## src/rtl/fpu_alt_inp_sched.sv

```systemverilog
// Round-robin scheduler for the shared ALT operand injection path of FPU pair 2.
// Drives ALTDATA0/1 and ALT_INP, tracks each op through a LAT-deep tag pipe and returns tagged results.
module fpu_alt_inp_sched #(
  parameter int unsigned NREQ = 4,
  parameter int unsigned W    = 68,
  parameter int unsigned LAT  = 4,
  localparam int unsigned IDW = (NREQ > 1) ? $clog2(NREQ) : 1
) (
  input  logic                  clk,
  input  logic                  rst,
  input  logic [NREQ-1:0]       req_vld,
  input  logic [2*NREQ-1:0]     req_lane,
  input  logic [W*NREQ-1:0]     req_d0,
  input  logic [W*NREQ-1:0]     req_d1,
  output logic [NREQ-1:0]       req_rdy,
  input  logic [1:0]            lane_free,
  input  logic                  flush,
  output logic [W-1:0]          ALTDATA0,
  output logic [W-1:0]          ALTDATA1,
  output logic [1:0]            ALT_INP,
  input  logic [W-1:0]          outA,
  input  logic [W-1:0]          outB,
  output logic                  rsp_vld,
  output logic [IDW-1:0]        rsp_id,
  output logic [1:0]            rsp_lane,
  output logic [W-1:0]          rsp_A,
  output logic [W-1:0]          rsp_B
);

  typedef struct packed {
    logic           v;
    logic [IDW-1:0] id;
    logic [1:0]     lane;
  } tag_t;

  logic [1:0]     lane_a [NREQ];
  logic [W-1:0]   d0_a   [NREQ];
  logic [W-1:0]   d1_a   [NREQ];
  logic [NREQ-1:0] elig;
  logic [IDW-1:0] rr_ptr;
  logic [IDW-1:0] scan_idx;
  logic           gnt_vld;
  logic [IDW-1:0] gnt_id;
  logic [1:0]     gnt_lane;
  tag_t           tag_q [LAT];

  // Unpack per-requester fields; a request is eligible only if every lane it needs is free.
  always_comb begin
    for (int unsigned i = 0; i < NREQ; i++) begin
      lane_a[i] = req_lane[2*i +: 2];
      d0_a[i]   = req_d0[W*i +: W];
      d1_a[i]   = req_d1[W*i +: W];
      elig[i]   = req_vld[i] & (|lane_a[i]) & ((lane_a[i] & ~lane_free) == 2'b00) & ~flush & rst;
    end
  end

  // First eligible requester at or after rr_ptr wins.
  always_comb begin
    gnt_vld  = 1'b0;
    gnt_id   = '0;
    scan_idx = '0;
    for (int unsigned k = 0; k < NREQ; k++) begin
      scan_idx = IDW'((32'(rr_ptr) + k) % NREQ);
      if (!gnt_vld && elig[scan_idx]) begin
        gnt_vld = 1'b1;
        gnt_id  = scan_idx;
      end
    end
  end

  always_comb begin
    req_rdy  = '0;
    gnt_lane = lane_a[gnt_id];
    if (gnt_vld) req_rdy[gnt_id] = 1'b1;
  end

  // Injection registers and round-robin pointer.
  always_ff @(posedge clk or negedge rst) begin
    if (!rst) begin
      rr_ptr   <= '0;
      ALT_INP  <= 2'b00;
      ALTDATA0 <= '0;
      ALTDATA1 <= '0;
    end else begin
      ALT_INP <= gnt_vld ? gnt_lane : 2'b00;
      if (gnt_vld) rr_ptr <= IDW'((32'(gnt_id) + 32'd1) % NREQ);
      if (gnt_vld && gnt_lane[0]) ALTDATA0 <= d0_a[gnt_id];
      if (gnt_vld && gnt_lane[1]) ALTDATA1 <= d1_a[gnt_id];
    end
  end

  // Tag pipe mirrors the FPU latency; flush kills every stage at once.
  always_ff @(posedge clk or negedge rst) begin
    if (!rst) begin
      for (int unsigned k = 0; k < LAT; k++) tag_q[k] <= '0;
    end else if (flush) begin
      for (int unsigned k = 0; k < LAT; k++) tag_q[k] <= '0;
    end else begin
      tag_q[0] <= '{v: gnt_vld, id: gnt_id, lane: gnt_lane};
      for (int unsigned k = 1; k < LAT; k++) tag_q[k] <= tag_q[k-1];
    end
  end

  // Response capture when the oldest tag lines up with valid FPU results.
  always_ff @(posedge clk or negedge rst) begin
    if (!rst) begin
      rsp_vld  <= 1'b0;
      rsp_id   <= '0;
      rsp_lane <= 2'b00;
      rsp_A    <= '0;
      rsp_B    <= '0;
    end else begin
      rsp_vld <= tag_q[LAT-1].v & ~flush;
      if (tag_q[LAT-1].v && !flush) begin
        rsp_id   <= tag_q[LAT-1].id;
        rsp_lane <= tag_q[LAT-1].lane;
        rsp_A    <= outA;
        rsp_B    <= outB;
      end
    end
  end

endmodule
```

## config.mk

```make
export PLATFORM = sky130hd
export DESIGN_NAME = fpu_alt_inp_sched
export DESIGN_NICKNAME = d
export VERILOG_FILES = /design/src/rtl/fpu_alt_inp_sched.sv
export SDC_FILE = /design/constraint.sdc
export NUM_CORES = 1
export LEC_CHECK = 0
export BUFFER_PORTS_ARGS = -buffer_cell sky130_fd_sc_hd__buf_4
export CAP_MARGIN = 0
export CORE_AREA = 2 2 376 378
export CTS_CLUSTER_DIAMETER = 50
export DETAILED_ROUTE_END_ITERATION = 8
export DIE_AREA = 0 0 378 380
export GPL_ROUTABILITY_DRIVEN = 0
export PLACE_DENSITY = 0.33
export SKIP_CTS_REPAIR_TIMING = 1
export SYNTH_ARGS = -nofsm -noshare
export SYNTH_HDL_FRONTEND = slang
export SYNTH_SLANG_ARGS = --single-unit
```

## constraint.sdc

```tcl
create_clock -name clk -period 4.2 [get_ports clk]
set_clock_uncertainty 0.15 [all_clocks]
set_input_delay 0.42 -clock clk [delete_from_list [all_inputs] [get_ports clk]]
set_output_delay 0.42 -clock clk [all_outputs]
set_load 0.05 [all_outputs]
```

==> metrics.txt <==
final instance area=29390 µm²; R2R Setup Slk=650 ps; Clock Pin Slew Worst Setup and Hold Paths=50 ps; synthesis-to-layout area growth=86.07%; fill count=15186; Post-Syn Area=15800 µm²; status=completed; final hold violation count=0; total design power=16180 µW; Seq pwr share=25.8%; worst rel slew slack=44.10%; HP Class=in -> async; worst slew pin tran=838.4 ps; flop and latch count out of synthesis=301; WP data arrival=3300 ps; Post-Synthesis Cells=1147; die area=143600 µm²; iteration-0 DRC count of the detailed router=540; FF+latch area=7532 µm²; WL/cell=20.20 µm; Routed WL=85400 µm; initial antenna violation count=18; RSZ-0062 raised after global routing=no; worst-path maximum fanout=59; Boundary Pins=980; Worst VDD drop=265.0 µV; Achievable Freq=0.2582 GHz; grt total ovfl=0; P per Cell Area=550.5 nW/µm²; vias in the first global route=15351; synth top area cells=dfrtp_1, mux2i_1, mux2_2; mean post-synth cell area=13.77 µm²; max-cap check violation count=0; dominant cell type by area after synthesis=dfrtp_1; Finished Core Util=21.12%; Post-Synthesis Net Count=1848; Clock power frac=34.0%; P_int=9599 µW; Die Y=380 µm; Cell Area, Placed=25620 µm²; crit share post-route=92.23%; clock sinks=301; Buf/Inv on CP=5; Multi-input gate area=7873 µm²; Critical Path Start Type=input port; Detailed Routing Iterations Pass 1=4; Chip Width=378 µm; critical-path cell list=dlygate4sd3_1 -> buf_4 -> and2b_1 -> nand4_1 -> a221oi_4 -> nor2_4 -> buf_12 -> inv_1 -> ha_1 -> and2_1 -> buf_4; via count=14112; first-pass GRT wire length=115500 µm; Starting Density=11.35%; # rows=137; Switching Fraction=40.67%; # port buffers=979; DRC=0; core box area=139200 µm²; vias per inst=3.339; Logic pwr share=40.2%; CTS max path bufs=3; critical path's largest stage delay=530 ps; Worst path slowest cell=dlygate4sd3_1; Post-DRT Antenna Nets=0; leak pwr=0.01395 µW; Synth top area share=47.68%; setup TNS=0 ps; Synth cell types=38; Final setup viols=0; Pins Over Slew Limit=0; CTS buffer count=68; Critical Path RT=3630 ps; crit-path most repeated cell=buf_4; HPWL Detailed=70250 µm; # nets final=2994; CTS root buf=clkbuf_16; GRT Overall Usage=11.37%; Crit. End Element=primary output; worst skew pair latency=640 ps; critical path type=in -> out; Tmin final=3874 ps; register area share after synthesis=47.68%; share of cells above drive strength 1=60.51%; synth warn=0; pin count of the biggest net entering global routing=129; Psw=6580 µW; Largest delay share family, worst path=buffers and inverters; CTS tree=built; H-Tree Level Count=3
[per-layer routing]
| layer | vias up | routed length (µm) | GRT usage [%] | share of wire [%] |
|---|---|---|---|---|
| li1 | 6534 | - | - | - |
| met1 | 6870 | 32780 | 12.44 | 38 |
| met2 | 596 | 43060 | 19.88 | 50 |
| met3 | 94 | 7805 | 4.696 | 9.1 |
| met4 | 18 | 1662 | 3.409 | 1.9 |
| met5 | - | 103 | 0 | 0.12 |
[metrics by stage]
| step | instances | worst slack (ps) | hold WS [ps] |
|---|---|---|---|
| 6_report | 4227 | 326.4 | 52.24 |
| 3_5_place_dp | 3961 | 459.4 | 111.4 |
| 3_3_place_gp | 3961 | 484.9 | 106.5 |
| 5_1_grt | 4223 | 126.1 | 5.501 |
| 2_1_floorplan | 1147 | 1051 | -25.59 |
| 4_1_cts | 4083 | 248.0 | -637.3 |
[cell usage in the layout (no fill, tap or decap), types with 7 or more instances in the layout]
cell,synthesis,layout
clkbuf_8,0,12
dfrtp_1,301,301
clkinvlp_4,0,10
mux2_4,18,18
clkbuf_1,17,8
mux2_2,261,261
nor2b_1,17,16
clkinv_2,0,8
mux2i_1,409,409
buf_4,1,1002
buf_12,0,15
clkbuf_16,0,68
dlygate4sd3_1,0,138
nand3_1,7,7
[power groups by stage]
stage          combinational [µW]  sequential [µW]  clock (µW)
2_1_floorplan                1190             6770           0
3_3_place_gp                 6480             4220           0
3_5_place_dp                 6490             4210           0
4_1_cts                      6500             4190        5730
5_1_grt                      6780             4290        5860
6_report                     6500             4180        5510
[area by class of cell]
class | count | share of cell area, %
Sequential cell | 301 | 25.63
Clock buffer | 88 | 6.454
Timing Repair Buffer | 1156 | 31.37
Multi-Input combinational cell | 761 | 26.78
Antenna cell | 6 | 0.05108
Clock inverter | 34 | 1.643
Inverter | 5 | 0.08940
Tap cell | 1876 | 7.986
[synthesized netlist by cell type]
| cell type | number |
|---|---|
| nor2_1 | 1 |
| ha_1 | 4 |
| a21oi_1 | 1 |
| o21ai_0 | 3 |
| nand2b_1 | 6 |
| a41oi_1 | 1 |
| mux2_1 | 2 |
| a41o_1 | 1 |
| inv_2 | 1 |
| o221ai_1 | 3 |
| buf_4 | 1 |
| nand2_1 | 4 |
| and2b_1 | 1 |
| and3_1 | 5 |
| clkbuf_1 | 17 |
| o2111ai_1 | 2 |
| o2bb2ai_2 | 1 |
| mux2i_1 | 409 |
| o211a_1 | 1 |
| nor2b_1 | 17 |
| buf_6 | 4 |
| a221o_1 | 1 |
| mux2_2 | 261 |
| xor2_1 | 1 |
| a31oi_1 | 1 |
| o221ai_2 | 1 |
| nor2_2 | 1 |
| nand4_1 | 1 |
| and2_1 | 4 |
| inv_1 | 4 |
| dfrtp_1 | 301 |
| mux2_4 | 18 |
| nand3_1 | 7 |
| o221a_2 | 1 |
| o21bai_1 | 1 |
| a221oi_4 | 1 |
| buf_2 | 55 |
| buf_1 | 3 |
[logic make-up after synthesis]
group | share of synthesized area [%]
and+or+nand+nor | 1.735
buffers and inverters | 2.669
adders and majority gates | 0.3168
xor gates and xnor gates | 0.05546
muxes | 46.38
DFF | 47.68
AOI/OAI and AO/OA | 1.164
[path summary, 6_finish.rpt]
path                                  startpoint                        to  depth (start not counted)
hold / removal                               rst     rr_ptr[0]$_DFFE_PN0P_                          2
setup reg to reg           rr_ptr[1]$_DFFE_PN0P_  ALTDATA1[14]$_DFFE_PN0P_                          9
hold reg to reg               tag_q[6]$_DFF_PN0_        tag_q[1]$_DFF_PN0_                          1
setup / recovery                           flush                req_rdy[0]                         11
min in group clk                     req_d1[214]  ALTDATA1[10]$_DFFE_PN0P_                          4
max in group asynchronous                    rst  ALTDATA1[21]$_DFFE_PN0P_                          4
[flip-flops by register name, summed over array words and instances, names as in the netlist, 20 cells and up]
signal    flops
ALTDATA1     68
tag_q        20
ALTDATA0     68
rsp_A        68
rsp_B        68
(Power assumes the default switching activity.)
